## config.mk

```make
export PLATFORM = sky130hd
export DESIGN_NAME = pc_sequencer_flat
export DESIGN_NICKNAME = d
export VERILOG_FILES = /design/src/rtl/pc_seq_pkg.sv /design/src/rtl/pc_sequencer_if.sv /design/src/rtl/pc_seq_decode.sv /design/src/rtl/pc_sequencer.sv /design/src/flat_wrapper.sv
export SDC_FILE = /design/constraint.sdc
export NUM_CORES = 1
export LEC_CHECK = 0
export CAP_MARGIN = 40
export CORE_MARGIN = 8
export CORE_UTILIZATION = 50
export DETAILED_ROUTE_END_ITERATION = 7
export DONT_BUFFER_PORTS = 1
export GPL_ROUTABILITY_DRIVEN = 0
export PLACE_DENSITY_LB_ADDON = 0.3
export RECOVER_POWER = 100
export SYNTH_ARGS = -nofsm -noshare
export SYNTH_HDL_FRONTEND = slang
export SYNTH_SLANG_ARGS = --single-unit
```

## constraint.sdc

```tcl
create_clock -name clk -period 1.52 [get_ports clk]
set_input_delay 0.304 -clock clk [delete_from_list [all_inputs] [get_ports clk]]
set_output_delay 0.304 -clock clk [all_outputs]
set_load 0.005 [all_outputs]
```

## src/rtl/pc_seq_pkg.sv

```systemverilog
// Shared constants for the PC-source sequencer: instruction fields, PC mux
// selector encodings and controller states.
package pc_seq_pkg;

  localparam logic [5:0] OP_RTYPE = 6'h00;
  localparam logic [5:0] OP_J     = 6'h02;
  localparam logic [5:0] OP_JAL   = 6'h03;
  localparam logic [5:0] OP_BEQ   = 6'h04;
  localparam logic [5:0] OP_BNE   = 6'h05;
  localparam logic [5:0] OP_ADDI  = 6'h08;
  localparam logic [5:0] OP_ADDIU = 6'h09;
  localparam logic [5:0] OP_LUI   = 6'h0F;
  localparam logic [5:0] OP_LW    = 6'h23;
  localparam logic [5:0] OP_SW    = 6'h2B;

  localparam logic [5:0] FN_SLL  = 6'h00;
  localparam logic [5:0] FN_SRL  = 6'h02;
  localparam logic [5:0] FN_SRA  = 6'h03;
  localparam logic [5:0] FN_JR   = 6'h08;
  localparam logic [5:0] FN_RTE  = 6'h13;
  localparam logic [5:0] FN_ADD  = 6'h20;
  localparam logic [5:0] FN_ADDU = 6'h21;
  localparam logic [5:0] FN_SUB  = 6'h22;
  localparam logic [5:0] FN_SUBU = 6'h23;
  localparam logic [5:0] FN_AND  = 6'h24;
  localparam logic [5:0] FN_OR   = 6'h25;
  localparam logic [5:0] FN_SLT  = 6'h2A;

  localparam logic [2:0] SEL_PC4  = 3'b000;
  localparam logic [2:0] SEL_ALU  = 3'b001;
  localparam logic [2:0] SEL_JUMP = 3'b010;
  localparam logic [2:0] SEL_EPC  = 3'b011;
  localparam logic [2:0] SEL_IMM  = 3'b100;
  localparam logic [2:0] SEL_MEM  = 3'b101;

  typedef enum logic [3:0] {
    S_IDLE     = 4'd0,
    S_FETCH    = 4'd1,
    S_DECODE   = 4'd2,
    S_BRANCH   = 4'd3,
    S_JUMP     = 4'd4,
    S_RTE      = 4'd5,
    S_EXC_SAVE = 4'd6,
    S_EXC_RD   = 4'd7,
    S_EXC_LOAD = 4'd8,
    S_DONE     = 4'd9
  } state_e;

endpackage

```

## src/rtl/pc_sequencer_if.sv

```systemverilog
// Control/handshake bundle between the datapath and the PC-source sequencer.
interface pc_sequencer_if;
  logic       start;
  logic [5:0] opcode;
  logic [5:0] funct;
  logic       zero;
  logic       overflow;
  logic       mem_ready;
  logic [2:0] pc_src_sel;
  logic       pc_write;
  logic       epc_write;
  logic       mem_req;
  logic [7:0] vec_addr;
  logic       busy;
  logic       done;

  modport master (
    output start, opcode, funct, zero, overflow, mem_ready,
    input  pc_src_sel, pc_write, epc_write, mem_req, vec_addr, busy, done
  );

  modport slave (
    input  start, opcode, funct, zero, overflow, mem_ready,
    output pc_src_sel, pc_write, epc_write, mem_req, vec_addr, busy, done
  );
endinterface

```

## src/rtl/pc_seq_decode.sv

```systemverilog
// Combinational instruction classifier; outputs are already prioritised so at
// most one of them is asserted.
module pc_seq_decode
  import pc_seq_pkg::*;
(
  input  logic [5:0] opcode,
  input  logic [5:0] funct,
  input  logic       zero,
  input  logic       overflow,
  output logic       exc_opcode,
  output logic       exc_ovfl,
  output logic       branch_taken,
  output logic       jump,
  output logic       rte
);

  logic op_ok;
  logic fn_ok;
  logic ovfl_insn;
  logic no_exc;

  always_comb begin
    op_ok = opcode inside {OP_RTYPE, OP_J, OP_JAL, OP_BEQ, OP_BNE,
                           OP_ADDI, OP_ADDIU, OP_LUI, OP_LW, OP_SW};
    fn_ok = funct inside {FN_ADD, FN_ADDU, FN_SUB, FN_SUBU, FN_AND, FN_OR,
                          FN_SLT, FN_SLL, FN_SRL, FN_SRA, FN_JR, FN_RTE};
    ovfl_insn = ((opcode == OP_RTYPE) && ((funct == FN_ADD) || (funct == FN_SUB)))
              || (opcode == OP_ADDI);

    exc_opcode   = !op_ok || ((opcode == OP_RTYPE) && !fn_ok);
    exc_ovfl     = !exc_opcode && overflow && ovfl_insn;
    no_exc       = !exc_opcode && !exc_ovfl;
    branch_taken = no_exc && (((opcode == OP_BEQ) && zero) || ((opcode == OP_BNE) && !zero));
    jump         = no_exc && ((opcode == OP_J) || (opcode == OP_JAL));
    rte          = no_exc && (opcode == OP_RTYPE) && (funct == FN_RTE);
  end

endmodule

```

## src/rtl/pc_sequencer.sv

```systemverilog
// Multicycle PC-source sequencer: fetch, branch, jump, rte and exception
// vector load, one instruction per start pulse. All outputs decode registered state.
module pc_sequencer
  import pc_seq_pkg::*;
#(
  parameter logic [7:0] VEC_OPCODE = 8'd253,
  parameter logic [7:0] VEC_OVFL   = 8'd254
) (
  input  logic           clk,
  input  logic           reset,
  pc_sequencer_if.slave  bus
);

  state_e     state_q, state_d;
  logic [5:0] opcode_q, opcode_d;
  logic [5:0] funct_q, funct_d;
  logic [2:0] sel_q, sel_d;
  logic [7:0] vec_q, vec_d;

  logic exc_opcode, exc_ovfl, branch_taken, jump, rte;

  pc_seq_decode u_decode (
    .opcode       (opcode_q),
    .funct        (funct_q),
    .zero         (bus.zero),
    .overflow     (bus.overflow),
    .exc_opcode   (exc_opcode),
    .exc_ovfl     (exc_ovfl),
    .branch_taken (branch_taken),
    .jump         (jump),
    .rte          (rte)
  );

  // Selector is registered alongside the state it belongs to, so it only
  // changes when a PC-writing state is entered and holds otherwise.
  always_comb begin
    state_d  = state_q;
    opcode_d = opcode_q;
    funct_d  = funct_q;
    sel_d    = sel_q;
    vec_d    = vec_q;
    case (state_q)
      S_IDLE: begin
        if (bus.start) begin
          opcode_d = bus.opcode;
          funct_d  = bus.funct;
          sel_d    = SEL_PC4;
          state_d  = S_FETCH;
        end
      end
      S_FETCH: state_d = S_DECODE;
      S_DECODE: begin
        if (exc_opcode) begin
          vec_d   = VEC_OPCODE;
          state_d = S_EXC_SAVE;
        end else if (exc_ovfl) begin
          vec_d   = VEC_OVFL;
          state_d = S_EXC_SAVE;
        end else if (branch_taken) begin
          sel_d   = SEL_ALU;
          state_d = S_BRANCH;
        end else if (jump) begin
          sel_d   = SEL_JUMP;
          state_d = S_JUMP;
        end else if (rte) begin
          sel_d   = SEL_EPC;
          state_d = S_RTE;
        end else begin
          state_d = S_DONE;
        end
      end
      S_BRANCH, S_JUMP, S_RTE, S_EXC_LOAD: state_d = S_DONE;
      S_EXC_SAVE: state_d = S_EXC_RD;
      S_EXC_RD: begin
        if (bus.mem_ready) begin
          sel_d   = SEL_MEM;
          state_d = S_EXC_LOAD;
        end
      end
      S_DONE:  state_d = S_IDLE;
      default: state_d = S_IDLE;
    endcase
  end

  always_ff @(posedge clk) begin
    if (reset) begin
      state_q  <= S_IDLE;
      opcode_q <= '0;
      funct_q  <= '0;
      sel_q    <= SEL_PC4;
      vec_q    <= '0;
    end else begin
      state_q  <= state_d;
      opcode_q <= opcode_d;
      funct_q  <= funct_d;
      sel_q    <= sel_d;
      vec_q    <= vec_d;
    end
  end

  assign bus.pc_src_sel = sel_q;
  assign bus.vec_addr   = vec_q;
  assign bus.pc_write   = (state_q == S_FETCH) || (state_q == S_BRANCH) || (state_q == S_JUMP)
                        || (state_q == S_RTE) || (state_q == S_EXC_LOAD);
  assign bus.epc_write  = (state_q == S_EXC_SAVE);
  assign bus.mem_req    = (state_q == S_EXC_RD);
  assign bus.busy       = (state_q != S_IDLE);
  assign bus.done       = (state_q == S_DONE);

endmodule

```

## src/flat_wrapper.sv

```systemverilog
// flat-port wrapper written by rule: the top's interface ports become plain ports
module pc_sequencer_flat import pc_seq_pkg::*;
#(
  parameter logic [7:0] VEC_OPCODE = 8'd253,
  parameter logic [7:0] VEC_OVFL   = 8'd254
)
  (clk, reset, bus_start, bus_opcode, bus_funct, bus_zero, bus_overflow, bus_mem_ready, bus_pc_src_sel, bus_pc_write, bus_epc_write, bus_mem_req, bus_vec_addr, bus_busy, bus_done);
  pc_sequencer_if bus_i ();
  input  logic clk;
  input  logic reset;
  input wire logic [$bits(bus_i.start)-1:0] bus_start;
  input wire logic [$bits(bus_i.opcode)-1:0] bus_opcode;
  input wire logic [$bits(bus_i.funct)-1:0] bus_funct;
  input wire logic [$bits(bus_i.zero)-1:0] bus_zero;
  input wire logic [$bits(bus_i.overflow)-1:0] bus_overflow;
  input wire logic [$bits(bus_i.mem_ready)-1:0] bus_mem_ready;
  output wire logic [$bits(bus_i.pc_src_sel)-1:0] bus_pc_src_sel;
  output wire logic [$bits(bus_i.pc_write)-1:0] bus_pc_write;
  output wire logic [$bits(bus_i.epc_write)-1:0] bus_epc_write;
  output wire logic [$bits(bus_i.mem_req)-1:0] bus_mem_req;
  output wire logic [$bits(bus_i.vec_addr)-1:0] bus_vec_addr;
  output wire logic [$bits(bus_i.busy)-1:0] bus_busy;
  output wire logic [$bits(bus_i.done)-1:0] bus_done;
  assign bus_i.start = bus_start;
  assign bus_i.opcode = bus_opcode;
  assign bus_i.funct = bus_funct;
  assign bus_i.zero = bus_zero;
  assign bus_i.overflow = bus_overflow;
  assign bus_i.mem_ready = bus_mem_ready;
  assign bus_pc_src_sel = bus_i.pc_src_sel;
  assign bus_pc_write = bus_i.pc_write;
  assign bus_epc_write = bus_i.epc_write;
  assign bus_mem_req = bus_i.mem_req;
  assign bus_vec_addr = bus_i.vec_addr;
  assign bus_busy = bus_i.busy;
  assign bus_done = bus_i.done;
  pc_sequencer #(.VEC_OPCODE(VEC_OPCODE), .VEC_OVFL(VEC_OVFL)) u_core (.clk(clk), .reset(reset), .bus(bus_i));
endmodule
```

==> flow_metrics.py <==
metrics = {
    "cells_and_area": {
        "stdcell_count": 232,
        "fin_nets": 220,
        "drive_above_1_share_pct": 53.2,
        "syn_to_final_growth_pct": 45.7,
        "regArea_um2": 475,
        "multi_input_area_um2": 1060,
        "antenna_cells": 0,
        "post-route-util_pct": 75.5,
        "fill_cells": 188,
    },
    "floorplanning": {
        "die_w_um": 69.0,
        "rows": 19,
        "initial_core_util_pct": 51.8,
        "core_um2": 2710,
        "die_y_um": 69.0,
        "die_area_um2": 4760,
        "io_pins": 34,
    },
    "timing": {
        "slew_viol_final": 0,
        "hold_violations": 0,
        "maxSlewHeadroom_pct": 75.4,
        "fin_ws_ns": -0.199,
        "finalSetupViolations": 12,
        "fin_crit_ns": 1.72,
        "tns_ns": -1.72,
        "worstMarginPinSlew_ns": 0.369,
        "min_period_over_period_pct": 113,
        "fin_skew_ns": 0.00633,
        "rsz0062_at_grt": "true",
        "fin_hold_ws_ns": 0.0273,
        "fmax_ghz": 0.582,
    },
    "synth": {
        "synth_area_per_cell_um2": 8.36,
        "ys_warn_count": 0,
        "synth_compound_area_share_pct": 21.2,
        "syn_nets": 186,
        "synth-seq-cells": 22,
        "muxShareOfSynthArea_pct": 9.98,
        "synth_area_leaders": "dfxtp_1 (31%), mux2i_1 (10%), nor2_1 (8.0%)",
        "synthSimpleGateAreaFrac_pct": 27.0,
        "synth_top_family_by_area": "simple AND/OR/NAND/NOR gates",
        "yosysTopAreaCell": "dfxtp_1",
        "yosysMostFrequentCell": "nor2_1",
        "synthTopCellsByCount": "nor2_1 (30), dfxtp_1 (22), mux2i_1 (14), o21ai_0 (9), nand2_1 (8)",
        "synth_edf_count": 0,
        "syn_area_um2": 1400,
        "ys.flop_type": "dfxtp_1",
        "syn_inst": 168,
        "synth_cell_types": 47,
        "synthXorXnorAreaFrac_pct": 1.25,
        "async_flop_share_pct": 0,
        "ys_seq_area_share_pct": 31.4,
        "yosysTopAreaCellShare_pct": 31.4,
        "synth_fa_ha_area_share_pct": 0,
    },
    "global_routing": {
        "antenna_found_initial": 0,
        "grt_pass1_vias": 1410,
        "grt_pass1_wl_mm": 6.78,
        "grt-ovfl-total": 0,
        "grt_usage_pct": 18.4,
        "grt_max_degree": 21,
    },
    "run_status": {
        "violations": "setup timing",
        "status": "finished with violations",
    },
    "clocking": {
        "tritoncts": "yes",
        "holdBufCountCts": 0,
        "cts_root_buf": "clkbuf_4",
        "clk_latency_ns": 0.32,
        "htree_num_levels": 1,
        "cts_made_buffers": 3,
        "clockBufferDepth": 2,
        "clk_pin_slew_ns": 0.13,
        "clock-sinks": 22,
    },
    "power_and_ir_drop": {
        "irDropWorstVdd_uv": 1520,
        "cellPowerDensity_nw_per_um2": 1940,
        "fin_total_pwr_w": 0.00396,
        "p_leak_nw": 0.830,
    },
    "placed_design": {
        "placed_cells": 208,
        "dp_hpwl_mm": 2.72,
        "numPortBuffers": 0,
    },
    "worst_setup_path": {
        "worstSetupStartpointType": "flop",
        "cp.arrival_ns": 1.98,
        "critical_path_class": "flop to flop",
        "path_max_fanout": 5,
        "cp_data_required_time_ns": 1.78,
        "endpoint_kind": "flop",
    },
    "routing": {
        "avgViaCountPerCell": 6.19,
        "drt-total-wl_mm": 4.57,
        "routedWlPerCell_um": 19.7,
        "final_antenna_net_count": 0,
        "drt_pass1_iterations": 4,
        "drc": 0,
        "drt_iter0_markers": 116,
        "num_vias": 1436,
    },
    "flow_run": {
        "max_cap_viol_count": 0,
    },
    "hold_path": {
        "holdCritPathClass": "input pin to flop",
    },
}
worst max-delay path: stages, from the launching register on:
cell and delay (ns):
dfxtp_4 0.39, or4b_4 0.56, a31oi_4 0.23, a311oi_4 0.14
nand2b_1 0.20, a21oi_2 0.15
path summary, 6_finish.rpt:
kind,from,end,slack (ns),depth (start not counted)
setup / recovery,u_core.state_q[3],u_core.bus.pc_src_sel[1],-0.20,5
setup reg to reg,u_core.state_q[3],u_core.bus.pc_src_sel[1],-0.20,5
hold / removal,reset,u_core.bus.vec_addr[1],0.03,1
hold reg to reg,u_core.bus.vec_addr[1],u_core.bus.vec_addr[1],0.50,2
report_power, final:
group / total (W) / switching, W / internal, W / leakage (nW)
registers: 0.00100 / 0.000245 / 0.000758 / 0.188
clock network: 0.000459 / 0.000192 / 0.000267 / 0.0279
logic: 0.00250 / 0.00119 / 0.00131 / 0.615
total: 0.00396 / 0.00163 / 0.00233 / 0.830
cell usage in the layout (no fill, tap or decap), types with 2 or more instances in the layout:
| master | n |
|---|---|
| buf_4 | 34 |
| nor2_1 | 24 |
| mux2i_1 | 13 |
| o21ai_0 | 9 |
| buf_6 | 8 |
| dfxtp_1 | 8 |
| dfxtp_2 | 7 |
| dfxtp_4 | 7 |
| nand2_1 | 5 |
| nor2_4 | 5 |
| inv_1 | 5 |
| a21oi_2 | 5 |
| a31oi_1 | 4 |
| clkbuf_4 | 4 |
| nand2_2 | 3 |
| nor2_2 | 2 |
| xor2_1 | 2 |
| nor4b_2 | 2 |
| nor4b_4 | 2 |
| nor4_4 | 2 |
| nor3_1 | 2 |
| nor2b_1 | 2 |
| nand3_1 | 2 |
| o41ai_2 | 2 |
| nand3_2 | 2 |
| o211ai_1 | 2 |
timing repair:
item | 4_1_cts | 5_1_grt
setup endpoints to repair | 14 | 15
gates resized for setup | 43 | 35
pin swaps | 15 | 19
buffers inserted | 9 | 11
gates cloned | 0 | 0
sequential cells by signal (all words and copies together), names as in the netlist:
name                   count
u_core.bus.pc_src_sel      3
u_core.funct_q             6
u_core.state_q             4
u_core.bus.vec_addr        3
u_core.opcode_q            6
per-stage QoR:
step / setup WS (ns) / area [um2]
after CTS: -0.163 / 1830
after floorplan: -0.0872 / 1420
after global placement: -0.127 / 1550
final: -0.199 / 2050
after detailed placement: -0.152 / 1550
after global routing: -0.267 / 2050
cells by family after synthesis:
| kind of cell | Yosys count |
|---|---|
| buffers and inverters | 23 |
| DFF | 22 |
| and+or+nand+nor | 69 |
| muxes | 14 |
| AOI/OAI and AO/OA | 38 |
| xor gates and xnor gates | 2 |
routing by layer:
metal  share of wire (%)  GRT usage (%)  up-vias
li1                    -              -      675
met1                  38           19.9      696
met2                  54           34.3       49
met4                 3.2           6.77        0
met3                 5.0           3.55       16
met5                   0              0        -
final cells by class:
type	count	area share, %
inverter	6	1.10
timing repair buffer	46	19.2
clock inverter	1	1.47
tap	31	1.90
sequential	22	23.2
clock buffer	3	1.10
multi-input combinational	123	52.0
No activity file was read; power rests on OpenSTA's default activity.
